[src/rtl/fixed_point_pkg.sv]
// Shared types and helpers for the fixed-point arithmetic units.
package fixed_point_pkg;

  typedef enum logic [1:0] {IDLE, RUN, DONE} sub_state_t;

  // Two's complement overflow of a - b: operand signs differ and the result sign left the minuend's.
  function automatic logic sub_overflow(input logic a_msb, input logic b_msb, input logic d_msb);
    return (a_msb != b_msb) && (d_msb != a_msb);
  endfunction

endpackage

[src/rtl/serial_subtract_digit_subtract.sv]
// Combinational K-bit digit subtractor: {bo, d} = a - b - bi.
module digit_subtract #(
  parameter int K = 8
) (
  input  logic [K-1:0] a,
  input  logic [K-1:0] b,
  input  logic         bi,
  output logic [K-1:0] d,
  output logic         bo
);

  logic [K:0] w_diff;

  // The K+1-bit result is negative exactly when a borrow is needed, so its top bit is the borrow.
  assign w_diff = {1'b0, a} - {1'b0, b} - {{K{1'b0}}, bi};
  assign d      = w_diff[K-1:0];
  assign bo     = w_diff[K];

endmodule

[src/rtl/serial_subtract.sv]
// Digit-serial subtractor c = a - b - bi, K bits per cycle, LSB digit first, valid/ready on both sides.
// state | meaning
// IDLE  | waiting for operands, in_ready=1
// RUN   | one digit per cycle, D cycles
// DONE  | result presented, out_valid=1 until out_ready
module serial_subtract
  import fixed_point_pkg::*;
#(
  parameter int N = 32,
  parameter int K = 8
) (
  input  logic         clk,
  input  logic         rst,
  input  logic         in_valid,
  output logic         in_ready,
  input  logic [N-1:0] a,
  input  logic [N-1:0] b,
  input  logic         bi,
  output logic         out_valid,
  input  logic         out_ready,
  output logic [N-1:0] c,
  output logic         bo,
  output logic         ov
);

  localparam int D  = N / K;
  localparam int IW = (D > 1) ? $clog2(D) : 1;

  generate
    if (N % K != 0) begin : g_bad_width
      $error("serial_subtract: N must be a multiple of K");
    end
  endgenerate

  sub_state_t      r_state;
  logic [N-1:0]    r_a;
  logic [N-1:0]    r_b;
  logic [N-1:0]    r_res;
  logic [N-1:0]    r_c;
  logic            r_borrow;
  logic            r_bo;
  logic            r_ov;
  logic            r_in_ready;
  logic            r_out_valid;
  logic [IW-1:0]   r_idx;

  logic [K-1:0]    w_a_dig;
  logic [K-1:0]    w_b_dig;
  logic [K-1:0]    w_d;
  logic            w_bo;
  logic            w_last;
  logic [N-1:0]    w_res_next;

  assign w_a_dig = r_a[int'(r_idx)*K +: K];
  assign w_b_dig = r_b[int'(r_idx)*K +: K];
  assign w_last  = (r_idx == IW'(D - 1));

  digit_subtract #(.K(K)) u_digit (
    .a  (w_a_dig),
    .b  (w_b_dig),
    .bi (r_borrow),
    .d  (w_d),
    .bo (w_bo)
  );

  // Partial result with the current digit merged in; on the last digit this is the full difference.
  always_comb begin
    w_res_next = r_res;
    w_res_next[int'(r_idx)*K +: K] = w_d;
  end

  always_ff @(posedge clk or posedge rst) begin
    if (rst) begin
      r_state     <= IDLE;
      r_a         <= '0;
      r_b         <= '0;
      r_res       <= '0;
      r_c         <= '0;
      r_borrow    <= 1'b0;
      r_bo        <= 1'b0;
      r_ov        <= 1'b0;
      r_idx       <= '0;
      r_in_ready  <= 1'b1;
      r_out_valid <= 1'b0;
    end else begin
      case (r_state)
        IDLE: begin
          if (in_valid) begin
            r_a        <= a;
            r_b        <= b;
            r_borrow   <= bi;
            r_idx      <= '0;
            r_in_ready <= 1'b0;
            r_state    <= RUN;
          end
        end
        RUN: begin
          r_res    <= w_res_next;
          r_borrow <= w_bo;
          r_idx    <= r_idx + 1'b1;
          if (w_last) begin
            r_c         <= w_res_next;
            r_bo        <= w_bo;
            r_ov        <= sub_overflow(r_a[N-1], r_b[N-1], w_res_next[N-1]);
            r_out_valid <= 1'b1;
            r_state     <= DONE;
          end
        end
        DONE: begin
          if (out_ready) begin
            r_out_valid <= 1'b0;
            r_in_ready  <= 1'b1;
            r_state     <= IDLE;
          end
        end
        default: begin
          r_in_ready  <= 1'b1;
          r_out_valid <= 1'b0;
          r_state     <= IDLE;
        end
      endcase
    end
  end

  assign in_ready  = r_in_ready;
  assign out_valid = r_out_valid;
  assign c         = r_c;
  assign bo        = r_bo;
  assign ov        = r_ov;

endmodule

[config.mk]
export PLATFORM = sky130hd
export DESIGN_NAME = serial_subtract
export DESIGN_NICKNAME = d
export VERILOG_FILES = /design/src/rtl/fixed_point_pkg.sv /design/src/rtl/serial_subtract_digit_subtract.sv /design/src/rtl/serial_subtract.sv
export SDC_FILE = /design/constraint.sdc
export NUM_CORES = 1
export LEC_CHECK = 0
export CAP_MARGIN = 10
export CORE_ASPECT_RATIO = 0.7
export CORE_MARGIN = 4
export CORE_UTILIZATION = 53
export CTS_CLUSTER_SIZE = 8
export DETAILED_ROUTE_END_ITERATION = 7
export PLACE_DENSITY = 0.8
export SLEW_MARGIN = 10
export SYNTH_ARGS = -nofsm -noshare
export SYNTH_HDL_FRONTEND = slang
export SYNTH_SLANG_ARGS = --single-unit
export TNS_END_PERCENT = 20
[constraint.sdc]
create_clock -name clk -period 5.29 [get_ports clk]
set_clock_uncertainty 0.15 [all_clocks]
set_input_delay 1.058 -clock clk [delete_from_list [all_inputs] [get_ports clk]]
set_output_delay 1.058 -clock clk [all_outputs]
set_load 0.005 [all_outputs]
## Yosys cells after proc, flatten, opt, wreduce, memory -nomap -nowiden

Cells that the tools add are included.

| cells by class | value |
|---|---|
| add/sub/neg operators | 4 |
| equal/unequal tests | 8 |
| shift-type cells | 4 |
| mux-type cells | 15 |
| bitwise gates (word level) | 2 |
| reduce and logical (&&, ||, !) cells | 9 |

Operators by type and width:

| cell | number |
|---|---|
| 32-bit by 6-bit indexed part select with 8-bit output | 2 |
| 5-bit negator with 33-bit output | 1 |
| 8-bit by 33-bit variable shift with 32-bit output, first input constant | 1 |
| 8-bit by 33-bit indexed part select with 32-bit output | 1 |
| 32-bit bitwise mux | 1 |
| 3-bit AND reduction | 3 |
| 8-bit by 8-bit subtractor with 9-bit output | 1 |
| 9-bit by 1-bit subtractor with 9-bit output | 1 |
| 2-bit 2-to-1 mux | 4 |
| 2-bit != test, second input constant | 3 |
| 1-bit one-hot mux with 3 select lines | 2 |
| 2-bit one-hot mux with 3 select lines | 1 |
| 2-bit AND reduction | 3 |
| 1-bit 2-to-1 mux | 5 |
| 2-bit equality test, second input constant | 2 |
| 2-bit one-hot mux with 2 select lines | 1 |
| 2-bit by 1-bit adder with 2-bit output, second input constant | 1 |
| 2-bit by 1-bit equality test with 1-bit output, second input constant | 1 |
| 2-bit logical NOT | 1 |
| 1-bit != test | 2 |
| 1-bit inverter | 2 |
| 1-bit one-hot mux with 2 select lines | 1 |
| 2-bit nonzero test | 1 |
| 1-bit logical AND | 1 |

| storage, ports and cells | value |
|---|---|
| register bits | 137 |
| input port bits | 69 |
| output and inout bits | 36 |
| logic and storage cells | 53 |

## Depth between registers and ports, before layout

Gate-level depths: netlist of the first run.

| depth | value |
|---|---|
| word-level depth | 7 |
| mapped depth | 13 |
| mapped depth without buffers | 11 |

## Hierarchy

A second synthesis of the first run with hierarchy kept.

| unflattened totals | value |
|---|---|
| cells, all modules | 548 |
| area total of the unflattened synthesis | 6691.4 um^2 |

Modules (own cells, without submodules):

| module | instances | cells an instance | area each (um^2) | seq. area each (um^2) |
|---|---|---|---|---|
| serial_subtract | 1 | 472 | 6137.1 | 3429.5 |
| digit_subtract | 1 | 76 | 554.3 | 0.0 |

## Least setup slack after synthesis of the first run

Ideal clock, no wire load.

| path | value |
|---|---|
| path kind | reg2reg |
| start | reg r_idx[0] |
| end | reg r_borrow |
| setup time | 0.082 ns |
| data arrival time | 3.417 ns |
| required time | 5.058 ns |
| slack | 1.641 ns |
| cell stages (with the launch flop) | 13 |
| path buffers | 2 |
| period minus slack after synthesis | 3.649 ns |
| cells stage by stage | dfrtp_1 buf_2 buf_2 mux4_2 fa_1 inv_1 fa_1 a21boi_0 o21a_1 o21a_1 o31a_1 or3_1 a31oi_1 |

| between the ends | value |
|---|---|
| word-level cells in the longest chain between the ends | 4 |
| elaborated cells on any way between the ends | 5 |
| those cells by class | add/sub (2); shift (2); mux (1) |

Ends and longest elaborated chain:

| item | line | text |
|---|---|---|
| start, declared | serial_subtract.sv:45 | `logic [IW-1:0] r_idx;` |
| start signal, assigned | serial_subtract.sv:100 | `r_idx <= r_idx + 1'b1;` |
| 32-bit by 6-bit indexed part select with 8-bit output (on tied branches) | serial_subtract.sv:54, serial_subtract.sv:55 |  |
| 8-bit by 8-bit subtractor with 9-bit output * | serial_subtract_digit_subtract.sv:15 | `assign w_diff = {1'b0, a} - {1'b0, b} - {{K{1'b0}}, bi};` |
| 9-bit by 1-bit subtractor with 9-bit output * | serial_subtract_digit_subtract.sv:15 |  |
| 1-bit one-hot mux with 2 select lines * | serial_subtract.sv:86 | `case (r_state)` |
| end signal, assigned | serial_subtract.sv:91 | `r_borrow <= bi;` |
| end signal, assigned | serial_subtract.sv:99 | `r_borrow <= w_bo;` |
| end, declared | serial_subtract.sv:40 | `logic r_borrow;` |

Every way passes the cells marked *; elsewhere a longest branch is shown, timed or not.
A chain may end at the register's enable or synchronous reset.

## Worst setup path in the final report of the first run

| path | value |
|---|---|
| start | reg r_idx[0] |
| end | reg r_c[31], in the netlist c[31] |

| between the ends | value |
|---|---|
| word-level cells in the longest chain between the ends | 5 |
| elaborated cells on any way between the ends | 10 |
| those cells by class | add/sub (3); eq/ne (1); shift (4); mux (1); reduce/logical (1) |

Ends and longest elaborated chain:

| item | line | text |
|---|---|---|
| 32-bit by 6-bit indexed part select with 8-bit output (on tied branches) | serial_subtract.sv:54, serial_subtract.sv:55 |  |
| 8-bit by 8-bit subtractor with 9-bit output | serial_subtract_digit_subtract.sv:15 |  |
| 9-bit by 1-bit subtractor with 9-bit output | serial_subtract_digit_subtract.sv:15 |  |
| 8-bit by 33-bit indexed part select with 32-bit output | serial_subtract.sv:69 | `w_res_next[int'(r_idx)*K +: K] = w_d;` |
| 32-bit bitwise mux | serial_subtract.sv:69 |  |
| end signal, assigned | serial_subtract.sv:102 | `r_c <= w_res_next;` |
| end, declared | serial_subtract.sv:39 | `logic [N-1:0] r_c;` |

Parallel ways exist; a longest one is shown, timed or not.

==> impl_metrics.py, run 1 <==
metrics = {
    "cts": {
        "cts_tree": "yes",
        "insertion_delay_ns": 0.42,
        "cts.sinks": 137,
        "cts-root-buf": "clkbuf_16",
        "numCtsBuffers": 17,
        "cts-resized-gates": 0,
        "clock_path_buffers": 2,
        "cts.clk_slew.worst_paths_ns": 0.06,
        "cts_hold_buf": 0,
        "postCtsSetupBuffers": 0,
        "cts_max_level": 4,
    },
    "drt": {
        "post_drt_wl_per_cell_um": 20.12,
        "highest_layer": "met4",
        "postRouteAntennaNets": 0,
        "dr_wl_met2_um": 7114,
        "drt-met1-wl_um": 7041,
        "drc": 0,
        "drtPass1Iterations": 5,
        "wl_met3_um": 1252,
        "vias": 4621,
        "wl_um": 15730,
        "drtIter0Drc": 392,
        "avgViaCountPerCell": 5.909,
    },
    "placement": {
        "place_area_um2": 7523,
        "place.gp.congestion": 0.8455,
        "place.detailed.hpwl_um": 10640,
        "portBuffers": 104,
    },
    "timing": {
        "rsz0062_at_grt": "no",
        "fin_crit_sh": 0.7618,
        "fmax_mhz": 248.1,
        "slew_headroom": 0.2129,
        "maxSlewViolCount": 0,
        "hold_viol_final": 0,
        "tightest_slew_ns": 1.181,
        "fin_tns_setup_ns": 0,
        "min_period_ns": 4.030,
        "setup_viol_count_final": 0,
    },
    "global_route": {
        "grt_overflow": 0,
        "grt_pass1_wl_um": 26430,
        "track_usage": 0.2458,
        "antenna_found_initial": 0,
        "grt_max_degree": 91,
        "grt_pass1_vias": 4944,
    },
    "synth": {
        "ys_ff_latch": 137,
        "ys_warn_count": 0,
        "syn_area_um2": 6311,
        "synth-edff-count": 0,
        "ys_seq_area_frac": 0.5434,
        "ys.flop_type": "dfrtp_1",
        "synth_area_leader_cell": "dfrtp_1",
        "synth_nets": 593,
        "synthTopCellsByArea": "dfrtp_1 54%, mux2_2 11%, mux4_2 5.7%, a22o_1 4.3%, ha_1 3.6%",
        "avgSynthCellArea_um2": 12.52,
        "async_flop_share": 1.000,
        "yosysUniqueCellTypes": 46,
        "postSynthCellCount": 504,
        "yosysTopAreaCellShare": 0.5393,
        "ys_top_cells_by_count": "136 x dfrtp_1, 63 x mux2_2, 54 x nor2_1",
        "yosysMostFrequentCell": "dfrtp_1",
    },
    "floorplan": {
        "die_w_um": 138.4,
        "core_area_um2": 11690,
        "boundaryPins": 105,
        "fp.dieH_um": 99.30,
        "num_rows": 33,
        "dieArea_um2": 13750,
        "start_util": 0.5401,
    },
    "critical_path": {
        "cp.arrival_ns": 4.21,
        "required_ns": 5.47,
        "start_kind": "flip-flop",
        "crit_path_end_kind": "flip-flop",
        "path_max_fanout": 18,
        "r2r_slack_ns": 1.26,
        "path_class": "flip-flop to flip-flop",
    },
    "cells_and_area": {
        "syn_to_final_growth_pct": 29.80,
        "drive_gt1_frac": 0.2032,
        "n_fill_cell": 783,
        "fin_nets": 701,
        "design_area_um2": 8192,
        "insertedDiodeCount": 0,
    },
    "run": {
        "drv_cap": 0,
    },
    "worst_hold_path": {
        "hold_class": "flip-flop to flip-flop",
    },
    "outcome": {
        "status": "complete, no violations",
    },
}
critical path, stage by stage, from the launching register on:
cell	delay, ns
dfrtp_1	0.85
buf_4	0.36
mux4_2	0.52
inv_1	0.07
ha_1	0.22
inv_1	0.06
ha_1	0.29
a21oi_1	0.29
o21a_1	0.26
o31ai_4	0.10
xor2_2	0.42
nand2_1	0.15
a31oi_1	0.21
stage by stage:
stage | setup slack, ns | hold WS [ns] | utilization | instances
after CTS | 1.290 | 0.3403 | 0.6981 | 781
after global placement | 1.463 | 0.3157 | 0.6439 | 749
after global routing | 0.9475 | 0.3631 | 0.7010 | 782
after detailed placement | 1.323 | 0.3258 | 0.6439 | 749
final | 1.260 | 0.3350 | 0.7010 | 782
after floorplan | 0.4158 | 0.3080 | - | 504
cell type report:
class / instances / area (um2) / share of cell area
clock buffer: 18 / 439.2 / 0.05361
multi-input combinational: 313 / 2688 / 0.3281
sequential: 137 / 3430 / 0.4187
inverter: 30 / 115.1 / 0.01405
tap: 157 / 196.4 / 0.02398
clock inverter: 14 / 195.2 / 0.02383
timing repair buffer: 113 / 1129 / 0.1378
kinds of logic (layout without fill, tap and decap cells):
| group | count (synthesis) | in the layout | share of synthesized area |
|---|---|---|---|
| simple gates | 107 | 107 | 0.07633 |
| flops | 137 | 137 | 0.5434 |
| xor+xnor | 6 | 6 | 0.009518 |
| compound gates | 100 | 100 | 0.1247 |
| mux | 80 | 80 | 0.1711 |
| fa+ha+maj | 20 | 20 | 0.04203 |
| buf+inv | 54 | 175 | 0.03291 |
final timing paths:
path / from / to / depth (start not counted)
setup / recovery: r_idx[0] / c[31] / 12
hold / removal: c[15] / c[15] / 2
setup reg to reg: r_idx[0] / c[31] / 12
hold reg to reg: c[15] / c[15] / 2
max in group asynchronous: rst / in_ready / 3
min in group asynchronous: rst / r_b[5] / 2
state kept, by name, indices dropped and copies added, names as in the netlist:
name and cells:
r_b 32, r_state 2, ov 1, in_ready 1, out_valid 1, bo 1, c 32, r_idx 2
r_borrow 1, r_res 32, r_a 32
layout by cell type (no fill, tap or decap), types with 3 or more instances in the layout:
| cell type | n |
|---|---|
| dfrtp_1 | 136 |
| clkdlybuf4s50_1 | 104 |
| mux2_2 | 63 |
| nor2_1 | 53 |
| a22o_1 | 31 |
| inv_1 | 29 |
| nand2_1 | 22 |
| a221oi_1 | 22 |
| ha_1 | 18 |
| clkbuf_16 | 17 |
| mux4_2 | 16 |
| a21oi_1 | 9 |
| o21ai_0 | 9 |
| buf_4 | 8 |
| and3_1 | 5 |
| nand2b_1 | 4 |
| o21a_1 | 4 |
| nor3_1 | 4 |
| a22oi_1 | 4 |
| o21ai_1 | 4 |
| clkinvlp_4 | 4 |
| bufinv_16 | 4 |
| nor2b_1 | 3 |
| xnor2_1 | 3 |
| nand3_1 | 3 |
| o31ai_1 | 3 |
| o31a_1 | 3 |
| or3_1 | 3 |
| a31oi_1 | 3 |
| inv_6 | 3 |
metal layers:
metal,GRT usage,up-vias
li1,-,2054
met1,0.3467,2327
met2,0.3729,212
met3,0.06631,28
met4,0.08808,0
met5,0,-
Power of run 1 is left out: the tool's default activity adds up to more than one toggle a clock period on the data nets, which glitch-free logic cannot reach.
==> run 2: changes to the inputs <==
--- a/config.mk
+++ b/config.mk
@@ -8,10 +8,10 @@
 export CAP_MARGIN = 10
 export CORE_ASPECT_RATIO = 0.7
 export CORE_MARGIN = 4
-export CORE_UTILIZATION = 53
+export CORE_UTILIZATION = 48
 export CTS_CLUSTER_SIZE = 8
 export DETAILED_ROUTE_END_ITERATION = 7
-export PLACE_DENSITY = 0.8
+export PLACE_DENSITY = 0.76
 export SLEW_MARGIN = 10
 export SYNTH_ARGS = -nofsm -noshare
 export SYNTH_HDL_FRONTEND = slang
==> constraint.sdc (replaced) <==
create_clock -name clk -period 3.24 [get_ports clk]
set_clock_uncertainty 0.15 [all_clocks]
set_input_delay 0.648 -clock clk [delete_from_list [all_inputs] [get_ports clk]]
set_output_delay 0.648 -clock clk [all_outputs]
set_load 0.005 [all_outputs]
==> impl_metrics.py, run 2 (same netlist as run 1, synthesis figures left out) <==
metrics = {
    "outcome": {
        "status": "finished with violations",
        "violations": "negative setup slack",
    },
    "global_route": {
        "grt_max_degree": 72,
        "antenna_found_initial": 0,
        "grt_pass1_vias": 5027,
        "track_usage": 0.2231,
        "grt_overflow": 0,
        "grt_pass1_wl_um": 26760,
    },
    "cts": {
        "cts-root-buf": "clkbuf_16",
        "cts_max_level": 4,
        "cts.sinks": 137,
        "numCtsBuffers": 17,
        "clock_path_buffers": 2,
        "cts_hold_buf": 0,
        "cts.clk_slew.worst_paths_ns": 0.06,
        "cts_tree": "yes",
        "insertion_delay_ns": 0.42,
    },
    "critical_path": {
        "slowest_delay_ns": 0.53,
        "path_max_fanout": 9,
        "crit_path_end_kind": "flip-flop",
        "cp_cell_sequence": "buf_12 > mux4_2 > fa_1 > inv_1 > fa_1 > a21boi_2 > o21a_1 > o21a_1 > o31a_1 > or3_1 > a31oi_1",
        "cp.arrival_ns": 3.55,
        "crit_start": "r_idx[0]",
        "start_kind": "flip-flop",
        "path_buf_inv": 2,
        "path_class": "flip-flop to flip-flop",
        "r2r_start": "r_idx[0]",
        "slowest_stage": "mux4_2",
        "required_ns": 3.43,
        "crit_family": "compound AO/OA/AOI/OAI gates",
    },
    "cells_and_area": {
        "regArea_um2": 3430,
        "n_fill_cell": 883,
        "layout_common_cells": "136 x dfrtp_1, 104 x clkdlybuf4s50_1, 63 x mux2_2, 52 x nor2_1, 31 x a22o_1",
        "syn_to_final_growth_pct": 33.78,
        "final_common_cell": "dfrtp_1",
        "fin_nets": 721,
        "multiInputGateArea_um2": 2766,
        "layout.core_utilization": 0.6683,
        "insertedDiodeCount": 0,
        "drive_gt1_frac": 0.2450,
    },
    "timing": {
        "hold_viol_final": 0,
        "maxSlewViolCount": 0,
        "min_period_ns": 3.360,
        "rsz0062_at_grt": "yes",
        "fin_crit_sh": 1.037,
        "tightest_slew_ns": 0.9464,
        "setup_viol_count_final": 7,
        "slew_headroom": 0.3691,
        "fmax_mhz": 297.6,
        "setup_ws_ns": -0.1197,
        "fin_tns_setup_ns": -0.3920,
    },
    "worst_hold_path": {
        "worstHoldStart": "c[9]",
        "hold_class": "flip-flop to flip-flop",
    },
    "drt": {
        "post_drt_wl_per_cell_um": 20.26,
        "wl_um": 16350,
        "drtPass1Iterations": 5,
        "postRouteAntennaNets": 0,
        "avgViaCountPerCell": 5.820,
        "drc": 0,
        "drtIter0Drc": 343,
        "vias": 4697,
    },
    "floorplan": {
        "num_rows": 34,
        "start_util": 0.4995,
        "boundaryPins": 105,
        "fp.dieH_um": 103.9,
        "core_area_um2": 12630,
        "dieArea_um2": 15080,
        "die_w_um": 145.1,
    },
    "placement": {
        "portBuffers": 104,
        "place.gp.congestion": 0.9103,
        "place.detailed.hpwl_um": 11270,
    },
    "run": {
        "drv_cap": 0,
    },
}
[run 2: cell types whose count changed in the layout (fill, tap and decap cells not counted), moves of 2 or more]
cell / delta
clkbuf_8: +2
a21oi_1: -2
clkbuf_1: +2
a221oi_1: -3
a21oi_2: +2
buf_4: +16
xor2_2: +2
buf_12: +4
ha_1: -2
xor2_1: -2
a221oi_2: +3
inv_6: -2
[run 2: per-layer routing]
| layer | share of wire | vias to the layer above | global-route usage |
|---|---|---|---|
| met2 | 0.45 | 191 | 0.3303 |
| met4 | 0.016 | 0 | 0.06911 |
| met3 | 0.075 | 27 | 0.06185 |
| met5 | 0 | - | 0 |
| met1 | 0.46 | 2387 | 0.3225 |
| li1 | - | 2092 | - |
[run 2: stage by stage]
stage / instance area (um2) / instances / hold WS [ns] / setup WS (ns)
finish: 8443 / 807 / 0.3355 / -0.1197
global route: 8443 / 807 / 0.3633 / -0.2310
CTS: 8373 / 807 / 0.3426 / -0.01620
detailed placement: 7716 / 772 / 0.3239 / -0.1327
global placement: 7716 / 772 / 0.3155 / -0.03074
floorplan: 6315 / 504 / 0.3080 / -0.4088
[run 2: worst register-to-register path, cell delays in order, from the launching register on]
cell and delay (ns):
dfrtp_1 0.39, buf_12 0.15, mux4_2 0.53, fa_1 0.40, inv_1 0.11, fa_1 0.26
a21boi_2 0.10, o21a_1 0.19, o21a_1 0.20, o31a_1 0.28, or3_1 0.34, a31oi_1 0.17
[run 2: timing repair]
item	in CTS	in global routing
gates resized for setup	4	13
pin swaps	0	1
buffers inserted	3	0
setup endpoints to repair	15	31
gates cloned	0	0
[run 2: final cells by class]
type                       count  area share
sequential                   137      0.4062
multi-input combinational    313      0.3277
timing repair buffer         133      0.1555
clock buffer                  22     0.05616
tap                          162     0.02401
clock inverter                10     0.01675
inverter                      30     0.01378
[run 2: path summary, 6_finish.rpt]
kind,end,slack [ns],depth (start not counted)
setup / recovery,r_borrow,-0.12,11
min in group asynchronous,c[8],0.53,2
hold reg to reg,c[9],0.34,2
setup reg to reg,r_borrow,-0.12,11
max in group asynchronous,in_ready,1.59,3
hold / removal,c[9],0.34,2
Power of run 2 is left out for the same reason.
==> run 3: changes to the inputs <==
--- a/config.mk
+++ b/config.mk
@@ -6,12 +6,12 @@
 export NUM_CORES = 1
 export LEC_CHECK = 0
 export CAP_MARGIN = 10
-export CORE_ASPECT_RATIO = 0.7
 export CORE_MARGIN = 4
-export CORE_UTILIZATION = 48
+export CORE_UTILIZATION = 53
 export CTS_CLUSTER_SIZE = 8
 export DETAILED_ROUTE_END_ITERATION = 7
-export PLACE_DENSITY = 0.76
+export GPL_TIMING_DRIVEN = 1
+export PLACE_DENSITY = 0.8
 export SLEW_MARGIN = 10
 export SYNTH_ARGS = -nofsm -noshare
 export SYNTH_HDL_FRONTEND = slang
==> constraint.sdc (replaced) <==
create_clock -name clk -period 3.1 [get_ports clk]
set_clock_uncertainty 0.15 [all_clocks]
set_input_delay 0.62 -clock clk [delete_from_list [all_inputs] [get_ports clk]]
set_output_delay 0.62 -clock clk [all_outputs]
set_load 0.005 [all_outputs]
==> impl_metrics.py, run 3 (same netlist as run 1, synthesis figures left out) <==
metrics = {
    "critical_path": {
        "path_max_fanout": 8,
        "required_ns": 3.28,
        "path_class": "flip-flop to flip-flop",
        "cp.arrival_ns": 3.49,
        "start_kind": "flip-flop",
        "crit_path_end_kind": "flip-flop",
    },
    "placement": {
        "place.detailed.hpwl_um": 10870,
        "portBuffers": 104,
        "place.gp.congestion": 0.8754,
    },
    "floorplan": {
        "die_w_um": 117.1,
        "start_util": 0.5480,
        "fp.dieH_um": 117.1,
        "num_rows": 39,
        "boundaryPins": 105,
        "dieArea_um2": 13720,
        "core_area_um2": 11520,
    },
    "global_route": {
        "grt_pass1_vias": 5084,
        "grt_overflow": 0,
        "antenna_found_initial": 0,
        "grt_max_degree": 70,
        "grt_pass1_wl_um": 25790,
        "track_usage": 0.2496,
    },
    "timing": {
        "fin_crit_sh": 1.067,
        "slew_headroom": 0.4816,
        "rsz0062_at_grt": "yes",
        "hold_viol_final": 0,
        "setup_viol_count_final": 33,
        "tightest_slew_ns": 0.7747,
        "min_period_ns": 3.309,
        "setup_ws_ns": -0.2087,
        "fmax_mhz": 302.2,
        "maxSlewViolCount": 0,
    },
    "drt": {
        "postRouteAntennaNets": 0,
        "vias": 4889,
        "drtPass1Iterations": 5,
        "post_drt_wl_per_cell_um": 20.92,
        "drtIter0Drc": 540,
        "drc": 0,
        "avgViaCountPerCell": 6.028,
        "wl_um": 16970,
    },
    "cells_and_area": {
        "layout_common_cells": "136 x dfrtp_1, 104 x clkdlybuf4s50_1, 63 x mux2_2, 52 x nor2_1, 42 x buf_4",
        "insertedDiodeCount": 0,
        "drive_gt1_frac": 0.3144,
        "fin_nets": 744,
        "layout.core_utilization": 0.7640,
        "syn_to_final_growth_pct": 39.41,
        "final_common_cell": "dfrtp_1",
    },
    "cts": {
        "cts.clk_slew.worst_paths_ns": 0.06,
        "cts-root-buf": "clkbuf_16",
        "numCtsBuffers": 17,
        "insertion_delay_ns": 0.42,
        "cts_max_level": 4,
        "cts_tree": "yes",
        "cts_hold_buf": 0,
        "cts.sinks": 137,
        "clock_path_buffers": 2,
    },
    "run": {
        "drv_cap": 0,
    },
    "worst_hold_path": {
        "hold_class": "flip-flop to flip-flop",
    },
    "outcome": {
        "violations": "negative setup slack",
        "status": "finished with violations",
    },
}
run 3: routing by layer:
layer  vias up  share of wire  GRT usage
li1       2144              -          -
met1      2513           0.40     0.3177
met2       190           0.51     0.4126
met3        42          0.056    0.06735
met4         0          0.030    0.09251
met5         -              0          0
run 3: final timing paths:
path                           from  endpoint  slack [ns]  depth (start not counted)
setup / recovery           r_idx[0]  r_borrow       -0.21                         11
hold / removal                 c[9]      c[9]        0.33                          2
setup reg to reg           r_idx[0]  r_borrow       -0.21                         11
hold reg to reg                c[9]      c[9]        0.33                          2
max in group asynchronous       rst  in_ready        1.59                          3
min in group asynchronous       rst   r_b[24]        0.42                          2
run 3: cell type report:
type	count	area [um2]
clock inverters	8	93.84
repair buffers	156	1508
inverters	30	116.4
multi-input cells	313	2990
flip-flops and latches	137	3430
well taps	143	178.9
fillers	662	2718
clock buffers	24	481.7
run 3: what timing repair did:
item                                    in CTS  in global routing
endpoints found under the setup margin      43                 35
buffers inserted                            12                  5
pin swaps                                   17                 10
resized for setup                           34                 31
run 3: metrics by stage:
stage	hold WS, ns	setup WS [ns]	TNS [ns]	cells	area, um2
CTS	0.3318	-0.1400	-0.8707	806	8581
global placement	0.3124	-0.1800	-1.667	762	7735
finish	0.3254	-0.2087	-3.980	811	8798
floorplan	0.3080	-0.5488	-12.77	504	6315
global route	0.3651	-0.3326	-7.671	811	8798
detailed placement	0.3196	-0.2770	-4.461	762	7735
run 3: worst max-delay path: stages, from the launching register on:
cell and delay (ns):
dfrtp_1 0.40, buf_6 0.16, mux4_2 0.53, fa_2 0.40, inv_2 0.08, fa_2 0.21, a21boi_2 0.07, o21a_1 0.21
o21a_1 0.22, o31a_1 0.28, or3_1 0.33, a31oi_1 0.17
Power of run 3 is left out for the same reason.
